`src/rtl/ps2_host_tx_pkg.sv`:
```
// Shared definitions for the PS/2 host-to-device transmitter: FSM state
// encoding, frame geometry, default timing and frame construction.
package ps2_host_tx_pkg;

    typedef enum logic [2:0] {
        ST_IDLE    = 3'd0,
        ST_INHIBIT = 3'd1,
        ST_REQ     = 3'd2,
        ST_SEND    = 3'd3,
        ST_ACK     = 3'd4,
        ST_RELEASE = 3'd5,
        ST_DONE    = 3'd6
    } state_t;

    localparam int FRAME_BITS         = 10;
    localparam int DEF_INHIBIT_CYCLES = 2500;
    localparam int DEF_TIMEOUT_CYCLES = 50000;

    // Frame is shifted out LSB first: data[7:0], odd parity, stop.
    function automatic logic [FRAME_BITS-1:0] build_frame(input logic [7:0] data);
        return {1'b1, ~^data, data};
    endfunction

endpackage

```
`src/rtl/ps2_host_tx_if.sv`:
```
// Command request / status bundle between a requester and the PS/2 host transmitter.
interface ps2_host_tx_if;

    // A command byte is taken on any clk25 edge where tx_valid and tx_ready are
    // both high; tx_data must be stable while tx_valid is high. tx_ready is only
    // high in IDLE, and requests presented while busy are dropped, not queued.
    logic [7:0] tx_data;
    logic       tx_valid;
    logic       tx_ready;
    logic       busy;
    logic       done;
    logic       ack_ok;
    logic       timeout;

    modport master (
        output tx_data,
        output tx_valid,
        input  tx_ready,
        input  busy,
        input  done,
        input  ack_ok,
        input  timeout
    );

    modport slave (
        input  tx_data,
        input  tx_valid,
        output tx_ready,
        output busy,
        output done,
        output ack_ok,
        output timeout
    );

endinterface

```
`src/rtl/ps2_host_tx_line_sync.sv`:
```
// Two-flop synchronizer plus falling-edge detector for one PS/2 pin.
// Shared between the host transmitter and the keyboard receiver.
module ps2_line_sync (
    input  logic clk25,
    input  logic rst,
    input  logic pin_i,
    output logic sync_o,
    output logic fall_o
);

    logic meta_q, meta_d;
    logic sync_q, sync_d;
    logic prev_q, prev_d;

    always_comb begin
        meta_d = pin_i;
        sync_d = meta_q;
        prev_d = sync_q;
    end

    // Idle PS/2 lines float high, so reset to 1 to avoid a spurious edge.
    always_ff @(posedge clk25 or posedge rst) begin
        if (rst) begin
            meta_q <= 1'b1;
            sync_q <= 1'b1;
            prev_q <= 1'b1;
        end else begin
            meta_q <= meta_d;
            sync_q <= sync_d;
            prev_q <= prev_d;
        end
    end

    assign sync_o = sync_q;
    assign fall_o = prev_q & ~sync_q;

endmodule

```
`src/rtl/ps2_host_tx.sv`:
```
// PS/2 host-to-device command transmitter: inhibits the clock, issues a
// request-to-send, shifts one byte out on device clock edges and reports ACK/NACK/timeout.
module ps2_host_tx
    import ps2_host_tx_pkg::*;
#(
    parameter int INHIBIT_CYCLES = DEF_INHIBIT_CYCLES,
    parameter int TIMEOUT_CYCLES = DEF_TIMEOUT_CYCLES
) (
    input  logic         clk25,
    input  logic         rst,
    ps2_host_tx_if.slave tx_if,
    input  logic         ps2_clk_i,
    input  logic         ps2_data_i,
    output logic         ps2_clk_oe,
    output logic         ps2_data_oe,
    output state_t       dbg_state
);

    localparam int TIMER_MAX = (INHIBIT_CYCLES > TIMEOUT_CYCLES) ? INHIBIT_CYCLES : TIMEOUT_CYCLES;
    localparam int TIMER_W   = $clog2(TIMER_MAX + 1);

    localparam logic [TIMER_W-1:0] INHIBIT_LAST = TIMER_W'(INHIBIT_CYCLES - 1);
    localparam logic [TIMER_W-1:0] TIMEOUT_LAST = TIMER_W'(TIMEOUT_CYCLES - 1);
    localparam logic [3:0]         LAST_BIT     = 4'(FRAME_BITS - 1);
    localparam logic [3:0]         BIT_CNT_MAX  = 4'(FRAME_BITS);

    logic clk_sync;
    logic clk_fall;
    logic data_sync;
    logic data_fall_unused;

    ps2_line_sync u_clk_sync (
        .clk25  (clk25),
        .rst    (rst),
        .pin_i  (ps2_clk_i),
        .sync_o (clk_sync),
        .fall_o (clk_fall)
    );

    ps2_line_sync u_data_sync (
        .clk25  (clk25),
        .rst    (rst),
        .pin_i  (ps2_data_i),
        .sync_o (data_sync),
        .fall_o (data_fall_unused)
    );

    state_t                  state_q,   state_d;
    logic [TIMER_W-1:0]      timer_q,   timer_d;
    logic [3:0]              bit_cnt_q, bit_cnt_d;
    logic [FRAME_BITS-1:0]   frame_q,   frame_d;
    logic                    clk_oe_q,  clk_oe_d;
    logic                    data_oe_q, data_oe_d;
    logic                    ack_ok_q,  ack_ok_d;
    logic                    timeout_q, timeout_d;

    logic inhibit_over;
    logic timer_expired;

    assign inhibit_over  = (timer_q == INHIBIT_LAST);
    assign timer_expired = (timer_q == TIMEOUT_LAST);

    always_comb begin
        state_d   = state_q;
        timer_d   = timer_q;
        bit_cnt_d = bit_cnt_q;
        frame_d   = frame_q;
        clk_oe_d  = clk_oe_q;
        data_oe_d = data_oe_q;
        ack_ok_d  = ack_ok_q;
        timeout_d = timeout_q;

        case (state_q)
            ST_IDLE: begin
                if (tx_if.tx_valid) begin
                    frame_d   = build_frame(tx_if.tx_data);
                    bit_cnt_d = '0;
                    timer_d   = '0;
                    ack_ok_d  = 1'b0;
                    timeout_d = 1'b0;
                    clk_oe_d  = 1'b1;
                    data_oe_d = 1'b0;
                    state_d   = ST_INHIBIT;
                end
            end

            ST_INHIBIT: begin
                if (inhibit_over) begin
                    data_oe_d = 1'b1;
                    timer_d   = '0;
                    state_d   = ST_REQ;
                end else begin
                    timer_d = timer_q + 1'b1;
                end
            end

            ST_REQ: begin
                clk_oe_d = 1'b0;
                timer_d  = '0;
                state_d  = ST_SEND;
            end

            // An edge arriving in the expiry cycle wins over the timeout.
            ST_SEND: begin
                if (clk_fall) begin
                    data_oe_d = ~frame_q[0];
                    frame_d   = {1'b0, frame_q[FRAME_BITS-1:1]};
                    bit_cnt_d = (bit_cnt_q == BIT_CNT_MAX) ? bit_cnt_q : bit_cnt_q + 1'b1;
                    timer_d   = '0;
                    if (bit_cnt_q == LAST_BIT) begin
                        state_d = ST_ACK;
                    end
                end else if (timer_expired) begin
                    clk_oe_d  = 1'b0;
                    data_oe_d = 1'b0;
                    ack_ok_d  = 1'b0;
                    timeout_d = 1'b1;
                    state_d   = ST_DONE;
                end else begin
                    timer_d = timer_q + 1'b1;
                end
            end

            ST_ACK: begin
                if (clk_fall) begin
                    ack_ok_d = ~data_sync;
                    timer_d  = '0;
                    state_d  = ST_RELEASE;
                end else if (timer_expired) begin
                    clk_oe_d  = 1'b0;
                    data_oe_d = 1'b0;
                    ack_ok_d  = 1'b0;
                    timeout_d = 1'b1;
                    state_d   = ST_DONE;
                end else begin
                    timer_d = timer_q + 1'b1;
                end
            end

            ST_RELEASE: begin
                if (clk_sync && data_sync) begin
                    state_d = ST_DONE;
                end else if (timer_expired) begin
                    clk_oe_d  = 1'b0;
                    data_oe_d = 1'b0;
                    ack_ok_d  = 1'b0;
                    timeout_d = 1'b1;
                    state_d   = ST_DONE;
                end else begin
                    timer_d = timer_q + 1'b1;
                end
            end

            ST_DONE: begin
                state_d = ST_IDLE;
            end

            default: begin
                clk_oe_d  = 1'b0;
                data_oe_d = 1'b0;
                state_d   = ST_IDLE;
            end
        endcase
    end

    // Async reset drops both output enables the moment rst rises.
    always_ff @(posedge clk25 or posedge rst) begin
        if (rst) begin
            state_q   <= ST_IDLE;
            timer_q   <= '0;
            bit_cnt_q <= '0;
            frame_q   <= '0;
            clk_oe_q  <= 1'b0;
            data_oe_q <= 1'b0;
            ack_ok_q  <= 1'b0;
            timeout_q <= 1'b0;
        end else begin
            state_q   <= state_d;
            timer_q   <= timer_d;
            bit_cnt_q <= bit_cnt_d;
            frame_q   <= frame_d;
            clk_oe_q  <= clk_oe_d;
            data_oe_q <= data_oe_d;
            ack_ok_q  <= ack_ok_d;
            timeout_q <= timeout_d;
        end
    end

    assign tx_if.tx_ready = (state_q == ST_IDLE) && !rst;
    assign tx_if.busy     = (state_q != ST_IDLE);
    assign tx_if.done     = (state_q == ST_DONE);
    assign tx_if.ack_ok   = ack_ok_q;
    assign tx_if.timeout  = timeout_q;
    assign ps2_clk_oe     = clk_oe_q;
    assign ps2_data_oe    = data_oe_q;
    assign dbg_state      = state_q;

endmodule

```
`src/flat_wrapper.sv`:
```
// flat-port wrapper written by rule: the top's interface ports become plain ports
module ps2_host_tx_flat import ps2_host_tx_pkg::*;
#(
    parameter int INHIBIT_CYCLES = DEF_INHIBIT_CYCLES,
    parameter int TIMEOUT_CYCLES = DEF_TIMEOUT_CYCLES
)
  (clk25, rst, ps2_clk_i, ps2_data_i, ps2_clk_oe, ps2_data_oe, dbg_state, tx_if_tx_data, tx_if_tx_valid, tx_if_tx_ready, tx_if_busy, tx_if_done, tx_if_ack_ok, tx_if_timeout);
  ps2_host_tx_if tx_if_i ();
  input  logic clk25;
  input  logic rst;
  input  logic ps2_clk_i;
  input  logic ps2_data_i;
  output logic ps2_clk_oe;
  output logic ps2_data_oe;
  output state_t dbg_state;
  input wire logic [$bits(tx_if_i.tx_data)-1:0] tx_if_tx_data;
  input wire logic [$bits(tx_if_i.tx_valid)-1:0] tx_if_tx_valid;
  output wire logic [$bits(tx_if_i.tx_ready)-1:0] tx_if_tx_ready;
  output wire logic [$bits(tx_if_i.busy)-1:0] tx_if_busy;
  output wire logic [$bits(tx_if_i.done)-1:0] tx_if_done;
  output wire logic [$bits(tx_if_i.ack_ok)-1:0] tx_if_ack_ok;
  output wire logic [$bits(tx_if_i.timeout)-1:0] tx_if_timeout;
  assign tx_if_i.tx_data = tx_if_tx_data;
  assign tx_if_i.tx_valid = tx_if_tx_valid;
  assign tx_if_tx_ready = tx_if_i.tx_ready;
  assign tx_if_busy = tx_if_i.busy;
  assign tx_if_done = tx_if_i.done;
  assign tx_if_ack_ok = tx_if_i.ack_ok;
  assign tx_if_timeout = tx_if_i.timeout;
  ps2_host_tx #(.INHIBIT_CYCLES(INHIBIT_CYCLES), .TIMEOUT_CYCLES(TIMEOUT_CYCLES)) u_core (.clk25(clk25), .rst(rst), .tx_if(tx_if_i), .ps2_clk_i(ps2_clk_i), .ps2_data_i(ps2_data_i), .ps2_clk_oe(ps2_clk_oe), .ps2_data_oe(ps2_data_oe), .dbg_state(dbg_state));
endmodule
```
`config.mk`:
```
export PLATFORM = sky130hd
export DESIGN_NAME = ps2_host_tx_flat
export DESIGN_NICKNAME = d
export VERILOG_FILES = /design/src/rtl/ps2_host_tx_pkg.sv /design/src/rtl/ps2_host_tx_if.sv /design/src/rtl/ps2_host_tx_line_sync.sv /design/src/rtl/ps2_host_tx.sv /design/src/flat_wrapper.sv
export SDC_FILE = /design/constraint.sdc
export NUM_CORES = 1
export LEC_CHECK = 0
export BUFFER_PORTS_ARGS = -buffer_cell sky130_fd_sc_hd__buf_2
export CAP_MARGIN = 40
export CORE_MARGIN = 2
export CORE_UTILIZATION = 59
export CTS_BUF_LIST = sky130_fd_sc_hd__clkbuf_16
export DETAILED_ROUTE_END_ITERATION = 10
export HOLD_SLACK_MARGIN = 0.02
export PLACE_DENSITY_LB_ADDON = 0.1
export SYNTH_ARGS = -nofsm -noshare
export SYNTH_HDL_FRONTEND = slang
export SYNTH_SLANG_ARGS = --single-unit
```
`constraint.sdc`:
```
create_clock -name clk25 -period 2.7 [get_ports clk25]
set_input_delay 0.27 -clock clk25 [delete_from_list [all_inputs] [get_ports clk25]]
set_output_delay 0.27 -clock clk25 [all_outputs]
set_load 0.02 [all_outputs]
```
==> impl_metrics.py <==
metrics = {
    "outcome": {
        "outcome": "completed",
    },
    "sta": {
        "hold_viol_final": 0,
        "setup_slack_ns": 0.390,
        "fmax_ghz": 0.433,
        "rsz0062_at_grt": "false",
        "fin_crit_sh_pct": 85.5,
        "setup_tns_ns": 0,
        "fin_skew_ns": 0.00572,
        "layout_min_cycle_time_ns": 2.31,
        "tightest_slew_ns": 0.765,
        "slew_headroom_pct": 48.6,
        "finalSetupViolCount": 0,
        "finalMaxSlewViolations": 0,
    },
    "worst_hold_path": {
        "hp-start": "ps2_data_i",
        "hp-class": "primary input to register",
    },
    "synth": {
        "syn_inst": 283,
        "syn_area_mm2": 0.00254,
        "syn-num-nets": 300,
        "yosysWarningCount": 0,
        "yosysSeqAreaShare_pct": 41.6,
        "avgSynthCellArea_um2": 8.98,
        "synth_area_leaders": "dfrtp_1 36%, dfstp_2 5.2%, o21ai_0 5.1%",
        "synth_edf_count": 0,
        "yosys.area.top_type_share_pct": 36.4,
        "async_flop_share_pct": 100,
        "ys_ff_latch": 42,
        "synth_top_flop_cell": "dfrtp_1",
        "yosys.area.top_type": "dfrtp_1",
        "synth.distinct_cells": 64,
    },
    "pwr": {
        "peakVddDrop_v": 0.000414,
        "p_int_mw": 1.51,
        "seqPwrFrac_pct": 37.0,
        "power_density_mw_per_mm2": 903,
        "power_leakage_nw": 1.24,
        "pwr-share-clk_pct": 21.8,
        "p_sw_mw": 1.05,
        "switching_share_pct": 41.2,
        "power_frac_comb_pct": 41.2,
    },
    "run": {
        "drv_cap": 0,
    },
    "drt": {
        "totalWireLength_um": 5670,
        "drc_errors": 0,
        "dr.pass1.iters": 5,
        "drt-vias-per-instance": 6.37,
        "ant_nets": 0,
        "wire_per_inst_um": 15.8,
        "drt_iter0_markers": 272,
        "num_vias": 2281,
    },
    "global_routing": {
        "grt_pass1_wl_um": 9900,
        "grt_pass1_vias": 2173,
        "antenna_found_initial": 0,
        "gr-usage-all-layers_pct": 25.0,
        "grt_max_degree": 43,
        "grt-ovfl-total": 0,
    },
    "place": {
        "gp_congestion": 0.921,
        "port_buffers": 22,
        "placed_area_mm2": 0.00270,
        "post-place-ws_ns": 0.495,
        "dp_hpwl_um": 4030,
    },
    "floorplan": {
        "top_level_ports": 23,
        "core_region_area_mm2": 0.00409,
        "die-area_mm2": 0.00485,
        "die_w_um": 69.6,
        "core.rowCount": 23,
        "fp.dieH_um": 69.6,
        "start_util_pct": 62.2,
    },
    "setup_path": {
        "cp.arrival_ns": 2.46,
        "worst-path-max-fanout": 18,
        "startpoint_type": "register",
        "critPathLaunch": "u_core.dbg_state[0]$_DFFE_PP0P_",
        "path_class": "register to register",
        "worst_ep_required_time_ns": 2.85,
        "crit_path_end_kind": "register",
        "crit-reg2reg-launch": "u_core.dbg_state[0]$_DFFE_PP0P_",
    },
    "clock_network": {
        "postCtsSetupRepairBufs": 0,
        "cts_resized": 0,
        "root_buffer": "clkbuf_16",
        "clk_pin_slew_ns": 0.06,
        "cts_made_buffers": 5,
        "cts_tree": "built",
        "htree_levels": 2,
        "clkSinkCount": 42,
        "clock_path_buffers": 2,
        "clkLatencyLatePin_ns": 0.28,
        "cts_hold_buf": 0,
    },
    "finish": {
        "area_growth_pct": 11.6,
        "drive_gt1_share_pct": 16.6,
        "fin_util_pct": 69.4,
        "n_fill_cell": 317,
        "antennaDiodeCount": 0,
        "layout.nets": 324,
        "fin_area_mm2": 0.00284,
    },
}
==> cell usage after synthesis (all sizes together) (2+ instances only) <==
cell type	count
inv	7
nand2b	6
ha	4
o21a	3
nand3b	2
o21bai	2
nand3	10
dfrtp	37
xor2	3
xnor2	6
and3	3
a21o	3
nand2	33
nor3	5
nor2b	7
nor4	2
o21ai	37
nor2	21
o31ai	4
dfstp	5
clkbuf	4
a31oi	7
a21oi	15
a32o	2
or2	2
a21boi	2
o211ai	4
and2	5
mux2i	8
buf	7
a22oi	2
nand4	6
==> registers in the layout, indices dropped and copies added, names as in the netlist <==
name and cells:
u_core.u_clk_sync.meta_q 1, u_core.timer_q 16, u_core.ps2_clk_oe 1, u_core.bit_cnt_q 4
u_core.dbg_state 3, u_core.frame_q 10, u_core.ps2_data_oe 1, u_core.tx_if.ack_ok 1
u_core.u_clk_sync.sync_o 1, u_core.u_clk_sync.prev_q 1, u_core.u_data_sync.sync_o 1, u_core.tx_if.timeout 1
u_core.u_data_sync.meta_q 1
==> metrics by stage <==
stage	cells	power (mW)	hold WS, ns
5_1_grt	358	2.74	0.0824
3_3_place_gp	350	1.97	0.346
4_1_cts	358	2.56	0.0805
2_1_floorplan	283	1.73	0.274
3_5_place_dp	350	1.99	0.347
6_report	358	2.56	0.0866
==> layer usage <==
metal,vias to the layer above,global-route usage [%],part of all wire (%)
li1,1087,-,-
met1,1064,34.4,44
met2,116,38.4,47
met3,14,5.09,6.3
met4,0,10.7,2.1
met5,-,0,0
==> cells by family after synthesis <==
group	after synthesis	share of synthesized area, %
simple gates	108	22.2
compound gates	93	24.1
flops	42	41.6
buf+inv	18	3.49
xor+xnor	9	3.10
mux	9	3.59
fa+ha+maj	4	1.97
==> cell usage in the layout (no fill, tap or decap), types with 8 or more instances in the layout <==
| cell | n |
|---|---|
| nor2_1 | 20 |
| buf_2 | 22 |
| mux2i_1 | 8 |
| o21ai_0 | 26 |
| dfrtp_1 | 37 |
| inv_1 | 9 |
| nand2_1 | 33 |
| nand3_1 | 10 |
| a21oi_1 | 15 |
| o21ai_1 | 8 |
==> power groups by stage <==
stage                     sequential (mW)  combinational [mW]  clock, mW
after CTS                           0.946                1.04      0.570
after floorplan                     0.897               0.837          0
final                               0.948                1.06      0.558
after detailed placement            0.955                1.04          0
after global routing                0.970                1.17      0.597
after global placement              0.945                1.02          0
==> final timing paths <==
kind                                                       end  slack (ns)  cells after the start
setup / recovery                u_core.timer_q[12]$_DFFE_PP0P_        0.39                      7
setup reg to reg                u_core.timer_q[12]$_DFFE_PP0P_        0.39                      7
max in group asynchronous      u_core.tx_if.ack_ok$_DFFE_PP0P_        2.22                      3
hold / removal             u_core.u_data_sync.meta_q$_DFF_PP1_        0.09                      1
min in group asynchronous     u_core.tx_if.timeout$_DFFE_PP0P_        0.12                      3
hold reg to reg             u_core.u_clk_sync.sync_o$_DFF_PP1_        0.35                      0
==> layout make-up <==
type                       instances  area (um2)  share of cell area, %
clock buffer                       5         125                   4.41
clock inverter                     3        11.3                  0.397
inverter                           7        28.8                   1.01
multi-input combinational        223        1400                   49.2
sequential                        42        1060                   37.3
tap                               50        62.6                   2.21
timing repair buffer              28         155                   5.47
==> worst max-delay path, cell delays in order, from the launching register on <==
cell	delay, ns
dfrtp_1	0.72
nor2_1	0.20
nand2_1	0.12
a21boi_2	0.54
buf_4	0.24
nor2b_1	0.05
a31oi_1	0.19
o31ai_1	0.12
(Power assumes the default switching activity.)
